`config.mk`:
```
export PLATFORM = sky130hd
export DESIGN_NAME = bit_balance_stream
export DESIGN_NICKNAME = d
export VERILOG_FILES = /design/src/rtl/bit_balance_pkg.sv /design/src/rtl/bit_balance_stream_popcount.sv /design/src/rtl/bit_balance_stream.sv
export SDC_FILE = /design/constraint.sdc
export NUM_CORES = 1
export LEC_CHECK = 0
export ABC_AREA = 1
export CAP_MARGIN = 40
export CORE_MARGIN = 3
export CORE_UTILIZATION = 40
export DETAILED_ROUTE_END_ITERATION = 6
export DONT_BUFFER_PORTS = 1
export PLACE_DENSITY = 0.53
export RECOVER_POWER = 50
export SKIP_CTS_REPAIR_TIMING = 1
export SLEW_MARGIN = 20
export SYNTH_ARGS = -nofsm -noshare
export SYNTH_HDL_FRONTEND = slang
export SYNTH_SLANG_ARGS = --single-unit
```
`constraint.sdc`:
```
create_clock -name clk -period 4.25 [get_ports clk]
set_input_delay 0.425 -clock clk [delete_from_list [all_inputs] [get_ports clk]]
set_output_delay 0.425 -clock clk [all_outputs]
set_load 0.02 [all_outputs]
```
`src/rtl/bit_balance_pkg.sv`:
```
// bit_balance_pkg
// Shared definitions for the bit_balance_stream block:
//   - bb_state_t     : word-sequencer FSM states (IDLE, COUNT, HOLD)
//   - count_width()  : width of a count able to hold 0..w
//   - sat_add()      : 32-bit saturating add returning {overflow, result}
package bit_balance_pkg;

    typedef enum logic [1:0] {
        ST_IDLE  = 2'd0,
        ST_COUNT = 2'd1,
        ST_HOLD  = 2'd2
    } bb_state_t;

    // Number of bits needed to represent any value in 0..w.
    function automatic int count_width(input int w);
        return $clog2(w + 1);
    endfunction

    // Saturating add of two unsigned operands against an upper limit.
    // Bit 32 of the result flags that the true sum exceeded the limit;
    // bits 31:0 carry the (possibly clamped) sum.
    function automatic logic [32:0] sat_add(
        input logic [31:0] a,
        input logic [31:0] b,
        input logic [31:0] limit
    );
        logic [32:0] sum;
        sum = {1'b0, a} + {1'b0, b};
        if (sum > {1'b0, limit}) begin
            return {1'b1, limit};
        end else begin
            return {1'b0, sum[31:0]};
        end
    endfunction

endpackage

```
`src/rtl/bit_balance_stream_popcount.sv`:
```
// popcount_slice
// Combinational ones counter for one slice of the input word.
// Ports:
//   slice : SLICE_W-bit slice to count
//   count : number of ones in slice, $clog2(SLICE_W+1) bits
module popcount_slice
    import bit_balance_pkg::*;
#(
    parameter int SLICE_W = 8
) (
    input  logic [SLICE_W-1:0]                slice,
    output logic [count_width(SLICE_W)-1:0]   count
);

    localparam int PW = count_width(SLICE_W);

    // Sum the individual bits of the slice.
    always_comb begin
        count = {PW{1'b0}};
        for (int i = 0; i < SLICE_W; i++) begin
            count = count + PW'(slice[i]);
        end
    end

endmodule

```
`src/rtl/bit_balance_stream.sv`:
```
// bit_balance_stream
// Streaming ones counter. Accepts a DATA_W-bit word over valid/ready, counts
// its ones SLICE_W bits per cycle (LSB slice first), then presents the ones
// count and the signed ones-minus-zeros disparity until the consumer takes it.
// Optional frame accumulator (build with BITBAL_FRAME_EN defined) sums the
// ones of every word of a frame closed by in_last, saturating at 2^ACC_W-1.
// ACC_W is limited to 32 bits by the shared saturating adder.
//
// Ports:
//   clk, rst        : clock, asynchronous active-high reset
//   in_valid/ready  : input handshake (in_ready is the only unregistered output)
//   in_data         : word to count
//   in_last         : word closes a frame (frame build only)
//   out_valid/ready : result handshake
//   out_count       : ones in the word
//   out_disparity   : 2*out_count - DATA_W, two's complement
//   out_frame_ones  : frame total including the current word (frame build)
//   out_frame_end   : current result closes a frame (frame build)
//   out_sat         : frame total saturated (frame build)
module bit_balance_stream
    import bit_balance_pkg::*;
#(
    parameter int DATA_W  = 32,
    parameter int SLICE_W = 8,
    parameter int ACC_W   = 16
) (
    input  logic                             clk,
    input  logic                             rst,
    input  logic                             in_valid,
    output logic                             in_ready,
    input  logic [DATA_W-1:0]                in_data,
    input  logic                             in_last,
    output logic                             out_valid,
    input  logic                             out_ready,
    output logic [count_width(DATA_W)-1:0]   out_count,
    output logic [count_width(DATA_W):0]     out_disparity,
    output logic [ACC_W-1:0]                 out_frame_ones,
    output logic                             out_frame_end,
    output logic                             out_sat
);

    localparam int NSLICE = DATA_W / SLICE_W;
    localparam int CW     = count_width(DATA_W);
    localparam int PW     = count_width(SLICE_W);
    localparam int IW     = (NSLICE > 1) ? $clog2(NSLICE) : 1;

    localparam logic [IW-1:0] LAST_IDX = IW'(NSLICE - 1);
    localparam logic [CW:0]   DATA_W_C = (CW + 1)'(DATA_W);

    bb_state_t          state_r;
    bb_state_t          state_s;
    logic [DATA_W-1:0]  word_r;
    logic [CW-1:0]      cnt_r;
    logic [IW-1:0]      idx_r;
    logic [PW-1:0]      slice_pop_s;
    logic [CW-1:0]      cnt_sum_s;
    logic               accept_s;
    logic               count_done_s;
    logic               release_s;

    logic               out_valid_r;
    logic [CW-1:0]      out_count_r;
    logic [CW:0]        out_disp_r;

    // The slice currently at the bottom of the shifting word.
    popcount_slice #(
        .SLICE_W (SLICE_W)
    ) u_popcount (
        .slice (word_r[SLICE_W-1:0]),
        .count (slice_pop_s)
    );

    assign cnt_sum_s    = cnt_r + CW'(slice_pop_s);
    assign accept_s     = in_valid && (state_r == ST_IDLE);
    assign count_done_s = (state_r == ST_COUNT) && (idx_r == LAST_IDX);
    assign release_s    = (state_r == ST_HOLD) && out_ready;

    // Ready is held low during reset so nothing is accepted while it is applied.
    assign in_ready = (state_r == ST_IDLE) && !rst;

    // FSM state register.
    always_ff @(posedge clk or posedge rst) begin
        if (rst) begin
            state_r <= ST_IDLE;
        end else begin
            state_r <= state_s;
        end
    end

    // FSM next-state logic.
    always_comb begin
        state_s = state_r;
        case (state_r)
            ST_IDLE: begin
                if (in_valid) begin
                    state_s = ST_COUNT;
                end else begin
                    state_s = ST_IDLE;
                end
            end
            ST_COUNT: begin
                if (idx_r == LAST_IDX) begin
                    state_s = ST_HOLD;
                end else begin
                    state_s = ST_COUNT;
                end
            end
            ST_HOLD: begin
                if (out_ready) begin
                    state_s = ST_IDLE;
                end else begin
                    state_s = ST_HOLD;
                end
            end
            default: begin
                state_s = ST_IDLE;
            end
        endcase
    end

    // Word latch, slice shifter and running per-word count.
    always_ff @(posedge clk or posedge rst) begin
        if (rst) begin
            word_r <= {DATA_W{1'b0}};
            cnt_r  <= {CW{1'b0}};
            idx_r  <= {IW{1'b0}};
        end else if (accept_s) begin
            word_r <= in_data;
            cnt_r  <= {CW{1'b0}};
            idx_r  <= {IW{1'b0}};
        end else if (state_r == ST_COUNT) begin
            word_r <= word_r >> SLICE_W;
            cnt_r  <= cnt_sum_s;
            idx_r  <= idx_r + IW'(1);
        end
    end

    // Per-word result registers; loaded as the last slice is counted and
    // held until the consumer takes them.
    always_ff @(posedge clk or posedge rst) begin
        if (rst) begin
            out_valid_r <= 1'b0;
            out_count_r <= {CW{1'b0}};
            out_disp_r  <= {(CW + 1){1'b0}};
        end else if (count_done_s) begin
            out_valid_r <= 1'b1;
            out_count_r <= cnt_sum_s;
            out_disp_r  <= {cnt_sum_s, 1'b0} - DATA_W_C;
        end else if (release_s) begin
            out_valid_r <= 1'b0;
        end
    end

    assign out_valid     = out_valid_r;
    assign out_count     = out_count_r;
    assign out_disparity = out_disp_r;

`ifdef BITBAL_FRAME_EN

    localparam logic [31:0] ACC_MAX = 32'({ACC_W{1'b1}});

    logic [ACC_W-1:0]   acc_r;
    logic               sat_r;
    logic               last_r;
    logic               frame_end_r;
    logic [31:0]        acc_next_s;
    logic               acc_ovf_s;
    logic [31:0]        acc_next_unused_s;

    assign {acc_ovf_s, acc_next_s} = sat_add(32'(acc_r), 32'(cnt_sum_s), ACC_MAX);
    assign acc_next_unused_s       = acc_next_s;

    // Frame accumulator: add each finished word, clear once the closing
    // word of the frame has been handed over.
    always_ff @(posedge clk or posedge rst) begin
        if (rst) begin
            acc_r       <= {ACC_W{1'b0}};
            sat_r       <= 1'b0;
            last_r      <= 1'b0;
            frame_end_r <= 1'b0;
        end else begin
            if (accept_s) begin
                last_r <= in_last;
            end
            if (count_done_s) begin
                acc_r       <= acc_next_s[ACC_W-1:0];
                frame_end_r <= last_r;
                if (acc_ovf_s) begin
                    sat_r <= 1'b1;
                end
            end else if (release_s) begin
                frame_end_r <= 1'b0;
                if (frame_end_r) begin
                    acc_r <= {ACC_W{1'b0}};
                    sat_r <= 1'b0;
                end
            end
        end
    end

    assign out_frame_ones = acc_r;
    assign out_frame_end  = frame_end_r;
    assign out_sat        = sat_r;

`else

    logic in_last_unused_s;

    assign in_last_unused_s = in_last;
    assign out_frame_ones   = {ACC_W{1'b0}};
    assign out_frame_end    = 1'b0;
    assign out_sat          = 1'b0;

`endif

endmodule
```
==> metrics.cfg <==
[floorplan]
initial_utilization_pct = 42.1
die_y_um = 88.5
die_x_um = 88.5
num_rows = 29
io_pins = 70
core_um2 = 6460
die-area_um2 = 7830

[worst_setup_path]
cp_max_fo = 3
cp_cell_sequence = ha_1 > inv_1 > fa_1 > fa_1 > fa_1 > fa_1 > fa_1 > nand3b_1 > nand2_1 > nand2_1 > nand3_1 > nand2_1 > nand2_1 > nand2_1
cp-end-kind = flop
cp_top_family = adder cells
slowest_stage = fa_1
worst-path-buf-inv = 1
arrival_ns = 3.93
startpoint_type = flop
slowest_delay_ns = 0.50
critical_path_class = flop to flop
required_ns = 4.45

[cells_and_area]
final_nets = 332
syn_to_final_growth_pct = 0.368
multi_input_area_um2 = 1040
regArea_um2 = 1280
fillers = 674
final_layout_size_suffix_gt1_share_pct = 7.07
antenna_cells = 0

[timing]
period_share_pct = 87.6
fin_skew_ns = 0.00783
tns_ns = 0
min_period_ns = 3.72
tightestPinTransition_ns = 1.36
setup_viol = 0
rsz0062_at_grt = no
maxSlewViolCount = 0
fmax_mhz = 268
slew_headroom_pct = 9.18
finalHoldViolCount = 0

[power_and_ir_drop]
ir_drop_uv = 342
p_int_w = 0.00149
swShare_pct = 47.2
clkPwrFrac_pct = 12.1
power_w = 0.00281
combPwrFrac_pct = 56.8
p_sw_w = 0.00133
leakage_nw = 1.34
p_seq_share_pct = 31.2
pwr_density_cell_nw_per_um2 = 1030

[route]
viasPerCell = 4.89
drc_errors = 0
wirelength_mm = 5.08
first_pass_iters = 4
drtIter0Drc = 50
postRouteAntennaNets = 0
avgRoutedWirePerCell_um = 14.1
vias = 1762

[clock_network]
clockRootBuffer = clkbuf_8
cts_tree = done
cts_buffer_depth = 2
cts_made_buffers = 5
clkLatencyLatePin_ns = 0.31
h-tree-depth = 2
path_clk_slew_ns = 0.09
cts_sinks = 51

[logic_synthesis]
synth.top_cell.area_share_pct = 46.9
synthTopCellsByArea = dfrtp_1 (47%), nand2_1 (9.4%), inv_1 (6.5%), o221ai_1 (6.4%), buf_4 (6.3%)
netlist_area_um2 = 2720
ys_warn_count = 0
syn-mean-instance-area_um2 = 9.48
seq_area_frac_synth_pct = 46.9
ys_ff_latch = 51
synth.distinct_cells = 32
yosysTopAreaCell = dfrtp_1
synthCells = 287

[global_routing]
antenna_found_initial = 0
overflow = 0
grt_max_degree = 36
grt_use_total_pct = 14.1
grt_pass1_vias = 1726
grt_pass1_wl_mm = 8.45

[place]
place_hpwl_mm = 3.73
io_buffers = 0
gp_congestion = 0.781

[hold_path]
hold_class = primary input to flop

[status]
status = complete, no violations

[run]
cap_violations = 0

==> synthesized netlist by cell type (all sizes together) <==
| cell | number |
|---|---|
| o221ai | 22 |
| o21ai | 19 |
| o211ai | 2 |
| nand2 | 70 |
| a21oi | 2 |
| xor2 | 1 |
| ha | 8 |
| inv | 51 |
| fa | 5 |
| o21a | 1 |
| a22o | 1 |
| nand3 | 9 |
| buf | 33 |
| nand4 | 2 |
| o22ai | 1 |
| nor3 | 1 |
| nand3b | 1 |
| nor2 | 3 |
| o31ai | 1 |
| conb | 1 |
| dfrtp | 51 |
| xnor2 | 2 |
==> metrics by stage <==
stage / cell area, um2 / hold WS, ns / util, % / cells / setup slack, ns
2_1_floorplan: 2790 / 0.450 / - / 305 / 0.773
3_3_place_gp: 2610 / 0.468 / 40.4 / 349 / 0.577
3_5_place_dp: 2660 / 0.300 / 41.2 / 351 / 0.531
4_1_cts: 2780 / -0.0352 / 43.0 / 359 / 0.511
5_1_grt: 2730 / 0.183 / 42.3 / 360 / 0.342
6_report: 2730 / 0.207 / 42.3 / 360 / 0.525
==> registers in the layout (all words and copies together), names as in the netlist <==
register,cells
word_r,32
cnt_r,6
out_count,6
idx_r,2
out_disparity,2
state_r,2
out_valid,1
==> logic make-up (layout without fill, tap and decap cells) <==
kind of cell             count (synthesis)  in the layout  synth area share (%)
XOR/XNOR                                 3              3                 0.966
adder cells (fa/ha/maj)                 13             13                  7.36
AND/OR/NAND/NOR                         86             86                  14.0
other                                    1             19                 0.138
buffers and inverters                   84             62                  17.2
flip-flops                              51             51                  46.9
AO/OA/AOI/OAI                           49             49                  13.5
==> layout make-up <==
cell class	instances	share of cell area, %
inverter	51	7.01
multi-input combinational	170	38.0
clock buffer	5	2.52
clock inverter	3	1.60
sequential	51	46.7
tap	77	3.53
timing repair buffer	3	0.641
==> metal layers <==
| layer | track usage [%] | up-vias | routed length, um |
|---|---|---|---|
| met5 | 0 | - | 0 |
| met4 | 2.47 | 0 | 37 |
| met3 | 5.68 | 4 | 359 |
| met2 | 21.8 | 53 | 2420 |
| met1 | 19.0 | 832 | 2260 |
| li1 | - | 873 | - |
==> worst reg2reg max path, stage by stage (launching register included) <==
cell,delay [ns]
dfrtp_1,0.39
ha_1,0.28
inv_1,0.04
fa_1,0.49
fa_1,0.43
fa_1,0.42
fa_1,0.50
fa_1,0.43
nand3b_1,0.20
nand2_1,0.08
nand2_1,0.06
nand3_1,0.14
nand2_1,0.07
nand2_1,0.06
nand2_1,0.04
==> worst paths after layout <==
kind | cells past startpoint | startpoint | end | slack (ns)
max | 14 | word_r[0] | out_disparity[6] | 0.53
min | 1 | out_ready | state_r[1] | 0.21
max reg2reg | 14 | word_r[0] | out_disparity[6] | 0.53
min reg2reg | 1 | idx_r[0] | idx_r[0] | 0.49
max in group asynchronous | 4 | rst | word_r[3] | 1.46
min in group asynchronous | 2 | rst | out_disparity[6] | 0.60
==> placed cells by master, fill, tap and decap left out <==
cell / n
a21oi_1: 2
a22o_1: 1
bufinv_16: 1
clkbuf_1: 2
clkbuf_8: 5
clkinv_2: 1
clkinv_4: 1
conb_1: 19
dfrtp_1: 51
dlygate4sd3_1: 1
fa_1: 5
ha_1: 8
inv_1: 47
inv_2: 4
nand2_1: 69
nand2_4: 1
nand3_1: 8
nand3_2: 1
nand3b_1: 1
nand4_1: 2
nor2_1: 2
nor2_8: 1
nor3_1: 1
o211ai_1: 2
o21a_1: 1
o21ai_0: 6
o21ai_1: 10
o21ai_2: 3
o221ai_1: 20
o221ai_2: 2
o22ai_1: 1
o31ai_1: 1
xnor2_1: 2
xor2_1: 1
==> power groups by stage <==
stage                     logic [W]  registers, W  clock network (W)
after detailed placement    0.00164      0.000891                  0
after global placement      0.00156      0.000887                  0
after floorplan             0.00142      0.000848                  0
final                       0.00160      0.000877           0.000339
after global routing        0.00185      0.000906           0.000377
after CTS                   0.00164      0.000880           0.000351
Note: power is estimated with default switching activity, not from simulation.
